`src/rtl/ctrl_seq.sv`:
```
// ctrl_seq: multi-cycle FETCH/EXEC sequencer driving data memory, register file and ALU control.
module ctrl_seq #(
    parameter int WIDTH    = 8,
    parameter int A_WIDTH  = 10,
    parameter int PC_WIDTH = 8,
    parameter int IW       = 8 + A_WIDTH
) (
    input  logic                clk,
    input  logic                rst_n,
    input  logic                run,
    output logic [PC_WIDTH-1:0] instr_addr,
    input  logic [IW-1:0]       instr_data,
    input  logic                zero_flag,
    output logic [A_WIDTH-1:0]  mem_addr_id,
    output logic [1:0]          mem_a_source,
    output logic                mem_ce,
    output logic                rf_we,
    output logic [1:0]          rf_waddr,
    output logic [1:0]          rf_raddr,
    output logic [1:0]          alu_op,
    output logic [WIDTH-1:0]    imm_out,
    output logic                halted
);
    typedef enum logic [1:0] {FETCH, EXEC, HALT} state_t;

    state_t              r_state;
    logic [PC_WIDTH-1:0] r_pc;
    logic [IW-1:0]       r_ir;

    logic [3:0]         w_op;
    logic [1:0]         w_src;
    logic [1:0]         w_rd;
    logic [A_WIDTH-1:0] w_imm;
    logic               w_exec;
    logic               w_jump;

    assign w_op   = r_ir[IW-1 -: 4];
    assign w_src  = r_ir[IW-5 -: 2];
    assign w_rd   = r_ir[IW-7 -: 2];
    assign w_imm  = r_ir[A_WIDTH-1:0];
    assign w_exec = r_state == EXEC;
    assign w_jump = w_op == 4'd5 || (w_op == 4'd6 && zero_flag);

    // Enables depend only on state, so an async reset drops them at once.
    assign mem_ce       = w_exec && w_op == 4'd2 && w_src[0];
    assign rf_we        = w_exec && (w_op == 4'd1 || w_op == 4'd3 || w_op == 4'd4);
    assign alu_op       = w_op == 4'd3 ? 2'b01 : w_op == 4'd4 ? 2'b10 : 2'b00;
    assign mem_a_source = w_src;
    assign mem_addr_id  = w_imm;
    assign imm_out      = w_imm[WIDTH-1:0];
    assign rf_waddr     = w_rd;
    assign rf_raddr     = w_rd;
    assign instr_addr   = r_pc;
    assign halted       = r_state == HALT;

    always_ff @(posedge clk or negedge rst_n) begin
        if (!rst_n) begin
            r_state <= FETCH;
            r_pc    <= '0;
            r_ir    <= '0;
        end else begin
            case (r_state)
                FETCH: if (run) begin
                    r_ir    <= instr_data;
                    r_pc    <= r_pc + 1'b1;
                    r_state <= EXEC;
                end
                EXEC: begin
                    if (w_jump) r_pc <= w_imm[PC_WIDTH-1:0];
                    r_state <= w_op == 4'hF ? HALT : FETCH;
                end
                default: r_state <= HALT;
            endcase
        end
    end
endmodule

```
`config.mk`:
```
export PLATFORM = sky130hd
export DESIGN_NAME = ctrl_seq
export DESIGN_NICKNAME = d
export VERILOG_FILES = /design/src/rtl/ctrl_seq.sv
export SDC_FILE = /design/constraint.sdc
export NUM_CORES = 1
export LEC_CHECK = 0
export ABC_AREA = 1
export CORE_MARGIN = 4
export CORE_UTILIZATION = 36
export DETAILED_ROUTE_END_ITERATION = 7
export GPL_TIMING_DRIVEN = 0
export PLACE_DENSITY = 0.67
export SYNTH_ARGS = -nofsm -noshare
export SYNTH_HDL_FRONTEND = slang
export SYNTH_SLANG_ARGS = --single-unit
```
`constraint.sdc`:
```
create_clock -name clk -period 1.4 [get_ports clk]
set_input_delay 0.28 -clock clk [delete_from_list [all_inputs] [get_ports clk]]
set_output_delay 0.28 -clock clk [all_outputs]
set_load 0.02 [all_outputs]
```
==> flow_summary_export.csv, run 1 <==
group,metric,value,unit
synthesis,ys_ff_latch,28,
placed_design,pre_cts_ws,-477,ps
synthesis,yosysTopAreaCellShare,43.1,%
routing,routed_wl,3960,um
final_layout,final_layout_size_suffix_gt1_share,41.9,%
grt,globalRouteOverflowTotal,0,
routing,viasPerCell,4.56,
setup_path,crit_chain,"buf_4, nor4_4, buf_4",
synthesis,syn-cell-area,1620,um^2
setup_path,cp_common_cell,"buf_4",
clock_network,max-clock-path-buffers,2,
synthesis,synth_top_family_by_area,"simple AND/OR/NAND/NOR gates",
synthesis,synth_compound_area_share,7.86,%
timing,hold_viol_final,0,
pwr,ir_worst_vdd,919,uV
synthesis,syn-num-nets,228,
status,run_status,"complete, but fails checks",
timing,final.min_clock_period,1590,ps
clock_network,cts_root_buf,"clkbuf_8",
worst_hold_path,hold_class,"input pin to async pin",
pwr,swShare,44.6,%
setup_path,cp.required,1120,ps
synthesis,synth_warnings,0,
routing,drt-pass1-iter-count,4,
synthesis,ys.flop_type,"dfrtp_1",
clock_network,cts_made_buffers,3,
floorplan,initial_core_util,37.3,%
clock_network,cts_tree,"built",
final_layout,finalInstanceArea,2390,um^2
placed_design,hpwlAfterDp,2760,um
placed_design,routabilityCongestion,0.772,
timing,setup_tns,-341,ps
pwr,finalPower,5.68,mW
grt,grt_pass1_vias,1531,
timing,whs,16.4,ps
timing,final.period_utilization,113,%
grt,antenna_found_initial,0,
synthesis,yosysUniqueCellTypes,20,
grt,grtUsageMet1,20.4,%
synthesis,synthMuxAreaShare,0,%
synthesis,synth-edff-count,0,
clock_network,ctsHoldBuffers,0,
clock_network,clock_latency,270,ps
status,failed_checks,"negative setup slack",
grt,grt_max_degree,29,
synthesis,synthArstFlopShare,100,%
placed_design,dp_cells,315,
grt,use_met3,3.47,%
routing,drt_iter0_markers,80,
final_layout,antenna_cells,0,
routing,drc,0,
timing,rsz0062_at_grt,"yes",
pwr,combPwrFrac,60.7,%
synthesis,synth.most_common_cell,"nand2_1",
pwr,leakage,1.24,nW
synthesis,synthTopCellsByCount,"78 x nand2_1, 28 x dfrtp_1, 24 x buf_4, 17 x inv_1, 11 x nand3_1",
synthesis,synth_xor_area_share,0.539,%
grt,grt_pass1_wl,6830,um
setup_path,endpoint_kind,"output pin",
timing,finalWorstSetupSlack,-187,ps
timing,worst_pin_slew,644,ps
floorplan,io_pins,59,
final_layout,syn_to_final_growth,47.0,%
clock_network,path_clk_slew,100,ps
pwr,seqPwrFrac,27.9,%
floorplan,die_area,5650,um^2
synthesis,yosys.area_share.simple,29.4,%
clock_network,htree_levels,1,
setup_path,critical-path-max-stage-delay,430,ps
grt,grt_use_met2,26.4,%
grt,busiest_layer,"met2",
pwr,powerDensity,2380,nW/um^2
routing,via_count,1508,
final_layout,instances_no_fill,331,
placed_design,port_buffers,58,
timing,finalSetupViolations,4,
synthesis,syn_avg_cell_area,7.92,um^2
floorplan,num_rows,24,
synthesis,synth.yosys.seq_area_share,43.1,%
timing,clock.fmax,0.630,GHz
setup_path,setup.worst_path.start_class,"flop",
setup_path,critPathArrivalTime,1310,ps
setup_path,path_class,"flop to output pin",
timing,relSlewSlack,57.1,%
synthesis,synthTopCellsByArea,"dfrtp_1 43%, nand2_1 18%, buf_4 11%",
pwr,internal_power,3.14,mW
timing,fin_worst_skew,3.01,ps
floorplan,die_w,75.2,um
pwr,p_clk_share,11.4,%
placed_design,placedInstanceArea,2280,um^2
final_layout,fin_util,54.8,%
setup_path,crit_fanout,4,
job,drv_cap,0,
synthesis,synth_cells,205,
floorplan,coreArea,4350,um^2
grt,track_usage,15.4,%
clock_network,cts.sinks,28,
synthesis,synth_fa_ha_area_share,0.770,%
floorplan,die_h,75.2,um
pwr,p_switching,2.53,mW
final_layout,nets,303,
routing,wl_per_cell,12.0,um
timing,maxSlewViolCount,0,
routing,antenna_left,0,
setup_path,cpMaxStageDelayCell,"dfrtp_1",
synthesis,yosysTopAreaCell,"dfrtp_1",
[final cells by class]
class / instances / area, um^2
plain buffers: 28 / 223
clock buffers: 3 / 41.3
clock inverters: 1 / 30.0
fillers: 418 / 1970
inverters: 21 / 81.3
multi-input cells: 128 / 692
flip-flops and latches: 28 / 707
well taps: 52 / 65.1
repair buffers: 70 / 548
[power by group through the flow]
stage	Clock (mW)	Sequential [mW]	Combinational (mW)
2_1_floorplan	0	1.63	2.05
3_3_place_gp	0	1.59	3.34
3_5_place_dp	0	1.60	3.38
4_1_cts	0.658	1.56	3.46
5_1_grt	0.698	1.66	3.79
6_report	0.649	1.58	3.44
[worst paths after layout]
| path | start | endpoint | slack, ps | cells after the start |
|---|---|---|---|---|
| min reg2reg | r_ir[13]$_DFFE_PN0P_ | r_ir[13]$_DFFE_PN0P_ | 500 | 2 |
| max in group asynchronous | rst_n | r_state[1]$_DFFE_PN0P_ | 930 | 1 |
| max reg2reg | r_ir[16]$_DFFE_PN0P_ | instr_addr[7]$_DFFE_PN0P_ | 90 | 9 |
| min in group clk | r_ir[13]$_DFFE_PN0P_ | r_ir[13]$_DFFE_PN0P_ | 500 | 2 |
| min | rst_n | r_ir[0]$_DFFE_PN0P_ | 20 | 1 |
| max | r_ir[14]$_DFFE_PN0P_ | mem_ce | -190 | 3 |
[repair_timing]
item,4_1_cts,5_1_grt
gates resized for setup,89,55
setup endpoints to repair,65,43
cloned,0,1
pin swaps,2,6
buffers inserted,13,2
[worst max-delay path: cells and delay by family, from the launching register on]
family | cells | cell delay [ps]
buffers and inverters | 2 | 340
flip-flops | 1 | 430
AND/OR/NAND/NOR | 1 | 260
[flip-flops by register name, summed over array words and instances, names as in the netlist]
register    cells
r_state         2
instr_addr      8
r_ir           18
[layout by cell type, fill, tap and decap left out]
master	Yosys	layout
buf_6	3	5
o21ai_0	7	7
dfrtp_1	28	23
nand3_1	11	10
o21ai_2	10	10
dlygate4sd2_1	0	3
nor2_1	9	5
nor4_4	0	1
nand2_1	78	75
nor2_4	0	3
inv_1	17	13
ha_1	1	1
nand3_2	5	6
dfrtp_2	0	5
clkbuf_2	0	25
buf_8	0	1
clkbuf_8	0	3
nor2_8	1	1
nand4_1	1	1
clkdlybuf4s15_1	0	3
buf_2	1	3
inv_2	4	7
nor2_2	1	2
bufinv_16	0	1
buf_4	24	37
nand2_2	1	2
xnor2_1	1	1
a21oi_2	0	1
nand2_4	0	2
inv_4	0	1
clkdlybuf4s50_1	0	20
clkbuf_16	0	1
[per-layer routing]
layer | vias to the layer above | share of wire [%]
li1 | 761 | -
met1 | 700 | 41
met2 | 45 | 49
met3 | 2 | 9.0
met4 | 0 | 0.30
met5 | - | 0
[cell families after synthesis]
| logic type | count (synthesis) |
|---|---|
| flip-flops | 28 |
| XOR/XNOR | 1 |
| AO/OA/AOI/OAI | 18 |
| buffers and inverters | 49 |
| AND/OR/NAND/NOR | 108 |
| adder cells (fa/ha/maj) | 1 |
(Power assumes the default switching activity.)
==> inputs of run 2 (changes only) <==
Settings changed: CAP_MARGIN set to 5.
==> results of run 2 <==
No change in the layout: final DEF, timing and power equal those of run 1.
==> inputs of run 3 (changes only) <==
--- a/constraint.sdc
+++ b/constraint.sdc
@@ -3,2 +3,2 @@
 set_output_delay 0.28 -clock clk [all_outputs]
-set_load 0.02 [all_outputs]
+set_load 0.005 [all_outputs]
==> flow_summary_export.csv, run 3 (synthesized netlist as in run 1, its figures left out) <==
group,metric,value,unit
setup_path,path_class,"flop to output pin",
floorplan,die_h,75.2,um
timing,fin_worst_skew,10.0,ps
final_layout,final_layout_size_suffix_gt1_share,40.1,%
setup_path,path_delay_family,"flip-flops",
final_layout,largest_register_ffs,18,
pwr,powerDensity,2160,nW/um^2
grt,grt_max_degree,29,
final_layout,syn_to_final_growth,60.9,%
final_layout,instances_no_fill,351,
placed_design,port_buffers,58,
clock_network,cts_tree,"built",
setup_path,setup.worst_path.start_class,"flop",
setup_path,cp.required,1120,ps
pwr,finalPower,5.64,mW
clock_network,max-clock-path-buffers,2,
placed_design,routabilityCongestion,0.823,
clock_network,cts_root_buf,"clkbuf_8",
final_layout,most-common-layout-cells,"76 x nand2_1, 61 x buf_4, 24 x dfrtp_1, 21 x dlygate4sd2_1, 20 x clkdlybuf4s50_1",
timing,final.min_clock_period,1530,ps
setup_path,endpoint_kind,"output pin",
routing,routed_wl,4180,um
routing,drc,0,
clock_network,htree_levels,1,
clock_network,cts.sinks,28,
floorplan,num_rows,24,
final_layout,fin_util,60.0,%
routing,drt-pass1-iter-count,4,
grt,grt_pass1_vias,1564,
grt,grt_pass1_wl,6780,um
final_layout,n_fill_cell,387,
final_layout,top_register,"r_ir",
timing,hold_viol_final,0,
setup_path,crit_fanout,5,
final_layout,mostFrequentLayoutCell,"nand2_1",
floorplan,die_area,5650,um^2
setup_path,crit_chain,"buf_6, nor4_4, buf_2",
clock_network,ctsHoldBuffers,0,
grt,globalRouteOverflowTotal,0,
floorplan,io_pins,59,
timing,relSlewSlack,57.7,%
setup_path,cp_num_buf_inv,2,
placed_design,hpwlAfterDp,2740,um
timing,clock.fmax,0.655,GHz
routing,viasPerCell,4.51,
setup_path,cpMaxStageDelayCell,"dfrtp_2",
timing,finalWorstSetupSlack,-127,ps
final_layout,nets,323,
routing,antenna_left,0,
routing,drt_iter0_markers,98,
final_layout,antenna_cells,0,
pwr,leakage,1.37,nW
timing,final.period_utilization,109,%
routing,via_count,1583,
clock_network,cts_made_buffers,3,
timing,maxSlewViolCount,0,
worst_hold_path,hold_class,"input pin to async pin",
setup_path,critical-path-max-stage-delay,450,ps
setup_path,critPathArrivalTime,1250,ps
floorplan,initial_core_util,37.3,%
grt,track_usage,15.4,%
timing,rsz0062_at_grt,"yes",
placed_design,dp_cells,315,
placed_design,pre_cts_ws,-433,ps
clock_network,path_clk_slew,100,ps
job,drv_cap,0,
routing,wl_per_cell,11.9,um
timing,worst_pin_slew,635,ps
clock_network,clock_latency,280,ps
pwr,ir_worst_vdd,1010,uV
status,failed_checks,"negative setup slack",
grt,antenna_found_initial,0,
floorplan,die_w,75.2,um
timing,finalSetupViolations,2,
floorplan,coreArea,4350,um^2
status,run_status,"complete, but fails checks",
-- run 3: per-stage QoR --
| stage | TNS [ps] | instance area, um^2 | hold WS [ps] |
|---|---|---|---|
| floorplan | 0 | 1620 | -15.6 |
| global placement | -14090 | 2270 | 464 |
| detailed placement | -14080 | 2270 | 472 |
| CTS | -219 | 2500 | 433 |
| global route | -498 | 2610 | 67.3 |
| finish | -235 | 2610 | 9.81 |
-- run 3: cell type report --
cell class,count,area [um^2],area share (%)
timing repair buffer,90,781,29.9
tap,52,65.1,2.49
clock buffer,3,41.3,1.58
sequential,28,706,27.0
buffer,28,223,8.52
clock inverter,1,30.0,1.15
inverter,21,81.3,3.11
multi-input combinational,128,687,26.3
-- run 3: per-layer routing --
metal | global-route usage [%] | vias to the layer above | routed length (um)
met5 | 0 | - | 0
met4 | 4.47 | 0 | 21
met3 | 3.87 | 4 | 299
met2 | 26.6 | 46 | 2120
met1 | 18.9 | 731 | 1740
li1 | - | 802 | -
-- run 3: worst paths after layout --
kind | start | to | slack [ps] | depth (start not counted)
max | r_ir[14]$_DFFE_PN0P_ | mem_ce | -130 | 3
min | rst_n | instr_addr[5]$_DFFE_PN0P_ | 10 | 1
max reg2reg | r_ir[14]$_DFFE_PN0P_ | instr_addr[3]$_DFFE_PN0P_ | 50 | 8
min reg2reg | r_ir[13]$_DFFE_PN0P_ | r_ir[13]$_DFFE_PN0P_ | 500 | 2
max in group asynchronous | rst_n | r_state[1]$_DFFE_PN0P_ | 930 | 1
min in group clk | r_ir[13]$_DFFE_PN0P_ | r_ir[13]$_DFFE_PN0P_ | 500 | 2
-- run 3: power by group --
group | internal [mW] | leakage (nW) | switching (mW) | total (mW)
Clock | 0.383 | 0.0357 | 0.258 | 0.641
Sequential | 1.19 | 0.344 | 0.262 | 1.45
Combinational | 2.02 | 0.995 | 1.53 | 3.55
-- run 3: what timing repair did --
item / CTS / global route
cloned: 0 / 1
pin swaps: 5 / 1
buffers inserted: 26 / 5
gates resized for setup: 78 / 15
endpoints found under the setup margin: 65 / 9
